`config.mk`:
```
export PLATFORM = sky130hd
export DESIGN_NAME = orient_scan_ctrl
export DESIGN_NICKNAME = d
export VERILOG_FILES = /design/src/rtl/orient_scan_ctrl.sv
export SDC_FILE = /design/constraint.sdc
export NUM_CORES = 1
export LEC_CHECK = 0
export CORE_MARGIN = 2
export CORE_UTILIZATION = 60
export DETAILED_ROUTE_END_ITERATION = 10
export DONT_BUFFER_PORTS = 1
export PLACE_DENSITY = 0.85
export SETUP_SLACK_MARGIN = 0.1
export SLEW_MARGIN = 25
export SYNTH_ARGS = -nofsm -noshare
export SYNTH_HDL_FRONTEND = slang
export SYNTH_SLANG_ARGS = --single-unit
```
`constraint.sdc`:
```
create_clock -name clk -period 4.8 [get_ports clk]
set_input_delay 1.44 -clock clk [delete_from_list [all_inputs] [get_ports clk]]
set_output_delay 1.44 -clock clk [all_outputs]
set_load 0.05 [all_outputs]
```
`src/rtl/orient_scan_ctrl.sv`:
```
// Scan-order sequencer: walks a DIM x DIM frame once in 0/90/45/135 degree line
// order and emits one (row, col) coordinate per valid/ready beat with line markers.
module orient_scan_ctrl #(
  parameter int DIM = 1024,
  parameter int W   = 10
) (
  input  logic         clk,
  input  logic         reset,
  input  logic         start,
  input  logic [1:0]   orient,
  input  logic         abort,
  output logic         busy,
  output logic         done,
  output logic         addr_valid,
  input  logic         addr_ready,
  output logic [W-1:0] row,
  output logic [W-1:0] col,
  output logic         line_start,
  output logic         line_end,
  output logic [W:0]   line_idx,
  output logic [1:0]   fsm_state
);

  // Handshake: a beat completes on a rising edge where addr_valid && addr_ready;
  // while addr_valid is high and addr_ready low, all coordinate outputs hold.

  typedef enum logic [1:0] {
    IDLE = 2'd0,
    RUN  = 2'd1,
    FIN  = 2'd2
  } state_t;

  localparam logic [W:0]   N_M1      = (W+1)'(DIM - 1);
  localparam logic [W-1:0] MAX_C     = W'(DIM - 1);
  localparam logic [W:0]   LAST_DIAG = (W+1)'(2 * DIM - 2);

  state_t       state, state_n;
  logic [1:0]   orient_q, orient_n;
  logic [W-1:0] row_n, col_n;
  logic         ls_q, ls_n, le_q, le_n;
  logic [W:0]   idx_n;
  logic [W:0]   last_idx;
  logic         beat;

  // First pixel of line d; compares precede every subtraction so nothing wraps.
  function automatic logic [2*W-1:0] line_first(input logic [1:0] o, input logic [W:0] d);
    logic [W-1:0] r, c;
    r = '0;
    c = '0;
    case (o)
      2'd0: r = d[W-1:0];
      2'd1: c = d[W-1:0];
      2'd2: begin
        if (d >= N_M1) begin
          r = W'(d - N_M1);
          c = MAX_C;
        end else begin
          c = d[W-1:0];
        end
      end
      default: begin
        if (d <= N_M1) r = W'(N_M1 - d);
        else           c = W'(d - N_M1);
      end
    endcase
    return {r, c};
  endfunction

  function automatic logic is_end(input logic [1:0] o, input logic [W-1:0] r, input logic [W-1:0] c);
    logic e;
    case (o)
      2'd0:    e = (c == MAX_C);
      2'd1:    e = (r == MAX_C);
      2'd2:    e = (r == MAX_C) || (c == '0);
      default: e = (r == MAX_C) || (c == MAX_C);
    endcase
    return e;
  endfunction

  assign last_idx = orient_q[1] ? LAST_DIAG : N_M1;
  assign beat     = (state == RUN) && addr_ready;

  always_comb begin
    state_n  = state;
    orient_n = orient_q;
    row_n    = row;
    col_n    = col;
    ls_n     = ls_q;
    le_n     = le_q;
    idx_n    = line_idx;
    case (state)
      IDLE: begin
        if (start && !abort) begin
          state_n        = RUN;
          orient_n       = orient;
          idx_n          = '0;
          {row_n, col_n} = line_first(orient, '0);
          ls_n           = 1'b1;
          le_n           = is_end(orient, row_n, col_n);
        end
      end
      RUN: begin
        if (abort) begin
          state_n = IDLE;
        end else if (beat) begin
          if (le_q && (line_idx == last_idx)) begin
            state_n = FIN;
          end else if (le_q) begin
            idx_n          = line_idx + (W+1)'(1);
            {row_n, col_n} = line_first(orient_q, idx_n);
            ls_n           = 1'b1;
            le_n           = is_end(orient_q, row_n, col_n);
          end else begin
            case (orient_q)
              2'd0: col_n = col + W'(1);
              2'd1: row_n = row + W'(1);
              2'd2: begin
                row_n = row + W'(1);
                col_n = col - W'(1);
              end
              default: begin
                row_n = row + W'(1);
                col_n = col + W'(1);
              end
            endcase
            ls_n = 1'b0;
            le_n = is_end(orient_q, row_n, col_n);
          end
        end
      end
      FIN:     state_n = IDLE;
      default: state_n = IDLE;
    endcase
  end

  always_ff @(posedge clk) begin
    if (reset) begin
      state    <= IDLE;
      orient_q <= '0;
      row      <= '0;
      col      <= '0;
      ls_q     <= 1'b0;
      le_q     <= 1'b0;
      line_idx <= '0;
    end else begin
      state    <= state_n;
      orient_q <= orient_n;
      row      <= row_n;
      col      <= col_n;
      ls_q     <= ls_n;
      le_q     <= le_n;
      line_idx <= idx_n;
    end
  end

  assign addr_valid = (state == RUN);
  assign busy       = (state == RUN);
  assign done       = (state == FIN);
  assign line_start = ls_q & addr_valid;
  assign line_end   = le_q & addr_valid;
  assign fsm_state  = state;

endmodule

```
==> results of run 1 <==
==> sequential cells by signal (all words and copies together) (netlist names) <==
name and count:
le_q 1, ls_q 1, col 10, row 10, line_idx 11, orient_q 2, fsm_state 2
==> layout make-up <==
cell class / instances / area share
clock buffer: 5 / 0.0173
clock inverter: 3 / 0.00439
inverter: 10 / 0.00941
multi-input combinational: 472 / 0.738
sequential: 37 / 0.186
tap: 77 / 0.0242
timing repair buffer: 11 / 0.0207
==> per-layer routing <==
metal | track usage | part of all wire | vias to the layer above
met1 | 0.471 | 0.40 | 2055
met2 | 0.571 | 0.46 | 313
met3 | 0.0486 | 0.10 | 59
li1 | - | - | 2057
met4 | 0.146 | 0.042 | 0
met5 | 0 | 0 | -
==> synth_stat cells, types with 3 or more instances <==
cell and number:
buf_4 4, o211ai_1 3, ha_1 11, nand2b_1 6
a32oi_1 3, nand4b_1 6, o21bai_1 3, and2_1 7
o31ai_1 5, a22oi_1 12, a21boi_0 3, a21oi_1 40
mux2i_1 7, a221oi_1 5, and3_1 7, a211oi_1 9
xor2_1 9, o21ai_0 35, or4_1 3, or3_1 5
nand2_1 62, nor2b_1 4, nor3b_1 4, nor2_1 64
xnor2_1 14, a21o_1 6, o22ai_1 4, nor4_1 8
buf_1 3, nand3b_1 3, o211a_1 3, nand4_1 5
clkbuf_1 30, o31a_1 3, nor3_1 32, a31oi_1 7
or2_2 3, o32ai_1 4, dfxtp_1 37, inv_1 9
buf_2 7, nand3_1 20
==> worst max path at each step <==
stage	from	endpoint	slack, ps	depth (start not counted)
4_1_cts	line_idx[0]	le_q	820	11
3_5_place_dp	line_idx[0]	le_q	860	11
6_report	line_idx[0]	le_q	590	11
5_1_grt	line_idx[0]	le_q	410	11
3_3_place_gp	line_idx[0]	le_q	910	11
2_1_floorplan	fsm_state[0]	line_start	1160	5
==> worst max-delay path, stage by stage (launching register included) <==
cell and delay, ps:
dfxtp_1 680, ha_1 560, xor2_1 490, nand2_1 230, a21oi_1 330, nand2b_1 230
o2111a_1 280, a21oi_1 280, nor4b_1 400, nand4b_1 170, a2111oi_2 370, a211o_1 130
==> power by group <==
part / switching [mW] / leakage, nW / total [mW] / internal [mW]
combinational: 0.0817 / 1.07 / 0.123 / 0.0410
clock: 0.128 / 0.0439 / 0.229 / 0.100
sequential: 0.0442 / 0.300 / 0.361 / 0.316
==> cells in the final DEF (no fill, tap or decap), types with 6 or more instances in the layout <==
master     n
a211oi_1   9
a21o_1     6
a21oi_1   40
a22oi_1   12
a31oi_1    7
and2_1     7
and3_1     7
buf_4     11
dfxtp_1   37
ha_1      11
inv_1      9
mux2i_1    7
nand2_1   62
nand2b_1   6
nand3_1   20
nand4b_1   6
nor2_1    64
nor3_1    32
nor4_1     8
o21ai_0   35
xnor2_1   14
xor2_1     9
==> stage by stage <==
stage	worst slack [ps]	hold slack, ps	power, mW	utilization	cell area [um^2]
6_report	594	521	0.712	0.628	3990
3_5_place_dp	859	502	0.485	0.614	3900
5_1_grt	415	586	0.733	0.628	3990
2_1_floorplan	1160	469	0.461	-	3920
3_3_place_gp	914	491	0.481	0.614	3900
4_1_cts	818	520	0.705	0.628	3990
==> kinds of logic (layout without fill, tap and decap cells) <==
group,Yosys count,after routing
AND/OR/NAND/NOR,251,251
AO/OA/AOI/OAI,179,179
adder cells (fa/ha/maj),12,12
flip-flops,37,37
XOR/XNOR,23,23
multiplexers,7,7
buffers and inverters,55,29
==> flow_summary_export.csv, run 1 <==
group,metric,value,unit
placement,place.gp.congestion,1.01,
logic_synthesis,syn_nets,583,
logic_synthesis,muxShareOfSynthArea,0.0179,
logic_synthesis,ys.flop_type,"dfxtp_1",
drt,viasPerCell,7.29,
clock_tree,cts_buffers,5,
clock_tree,cts-hold-fix-buffers,0,
placement,portBuffers,0,
cells_and_area,fill_cells,591,
clock_tree,cts_tree,"built",
floorplanning,die_h,84.9,um
global_route,antenna_found_initial,0,
logic_synthesis,synth_xor_area_frac,0.0514,
global_route,track_usage,0.352,
drt,first_iter_violations,527,
critical_path,critical_path.max_fanout,15,
floorplanning,dieArea,7200,um^2
clock_tree,cts.repair.resized,0,
critical_path,r2r-end,"le_q",
logic_synthesis,synthAdderAreaFrac,0.0402,
logic_synthesis,syn_inst,564,
logic_synthesis,async_flop_share,0,
timing,layout_worst_path_cycle_share,0.876,
critical_path,worst-setup-path-type,"flop to flop",
global_route,overflow,0,
placement,dp.cells,607,
floorplanning,coreArea,6350,um^2
drt,routedWlPerCell,20.8,um
floorplanning,fp-row-count,29,
logic_synthesis,ys_seq_area_frac,0.189,
timing,fin_setup_tns,0,ps
logic_synthesis,synth_area_leaders,"dfxtp_1, nor2_1, nand2_1",
logic_synthesis,syn_area,3920,um^2
logic_synthesis,postSynthRegisterBits,37,
cells_and_area,stdcell_count,615,
critical_path,crit_arrival,4460,ps
logic_synthesis,synth.top_cell.area_share,0.189,
cells_and_area,regArea,741,um^2
drt,drcViolationCount,0,
global_route,grt_max_degree,45,
global_route,first_global_vias,4066,
worst_hold_path,hold_depth,2,
clock_tree,clock_path_buffers,2,
drt,antenna_left,0,
timing,slew_violations,0,
timing,period_minus_slack,4210,ps
run,cap_violations,0,
logic_synthesis,synth-edff-count,0,
logic_synthesis,synth.avg_cell_area,6.95,um^2
critical_path,critPathLaunchType,"flop",
power_and_ir_drop,peakVddDrop,0.183,mV
clock_tree,post_cts_buffers,0,
clock_tree,clk_latency,300,ps
run_status,outcome,"completed",
drt,vias,4484,
logic_synthesis,synth_top_family_by_area,"simple AND/OR/NAND/NOR gates",
floorplanning,chipWidth,84.9,um
logic_synthesis,yosysUniqueCellTypes,80,
critical_path,rr_worst_depth,11,
power_and_ir_drop,cellPowerDensity,179,nW/um^2
worst_hold_path,hold_start,"ls_q",
floorplanning,start_util,0.618,
clock_tree,cts_root_buf,"clkbuf_8",
global_route,grt_pass1_wl,20700,um
worst_hold_path,hp-class,"flop to flop",
floorplanning,ios,45,
clock_tree,clock_sink_count,37,
cells_and_area,syn2layout_area_growth,1.66,%
critical_path,r2r-start,"line_idx[0]",
critical_path,endpoint_kind,"flop",
drt,drt-total-wl,12800,um
logic_synthesis,synth_compound_area_frac,0.318,
power_and_ir_drop,p_leak,1.41,nW
timing,finClkSkew,14.9,ps
cells_and_area,multi_input_area,2940,um^2
cells_and_area,antennaDiodeCount,0,
clock_tree,cts_htree_levels,2,
timing,maxSlewHeadroom,0.326,
logic_synthesis,synth_warnings,0,
timing,finalHoldViolations,0,
worst_hold_path,min_to,"ls_q",
timing,setup_viol_count_final,0,
timing,tightest_slew,1010,ps
timing,grt_setup_unrepaired,"false",
critical_path,cp.required,5060,ps
critical_path,rrSetupSlack,590,ps
drt,dr.pass1.iters,6,
clock_tree,clk_transition_reported_paths,90,ps
timing,clock.fmax,238,MHz
cells_and_area,layout.nets,556,
placement,hpwl,9140,um
logic_synthesis,yosys.area_share.simple,0.323,
logic_synthesis,synth.largest_area_cell,"dfxtp_1",
cells_and_area,final_layout_size_suffix_gt1_frac,0.0651,
Note: power is estimated with default switching activity, not from simulation.
==> run 2, diff against run 1 <==
--- a/config.mk
+++ b/config.mk
@@ -5,6 +5,7 @@
 export SDC_FILE = /design/constraint.sdc
 export NUM_CORES = 1
 export LEC_CHECK = 0
+export ABC_CLOCK_PERIOD_IN_PS = 4800
 export CORE_MARGIN = 2
 export CORE_UTILIZATION = 60
 export DETAILED_ROUTE_END_ITERATION = 10
==> results of run 2 <==
Same layout as run 1: the final DEF is identical, and so are final timing and power.
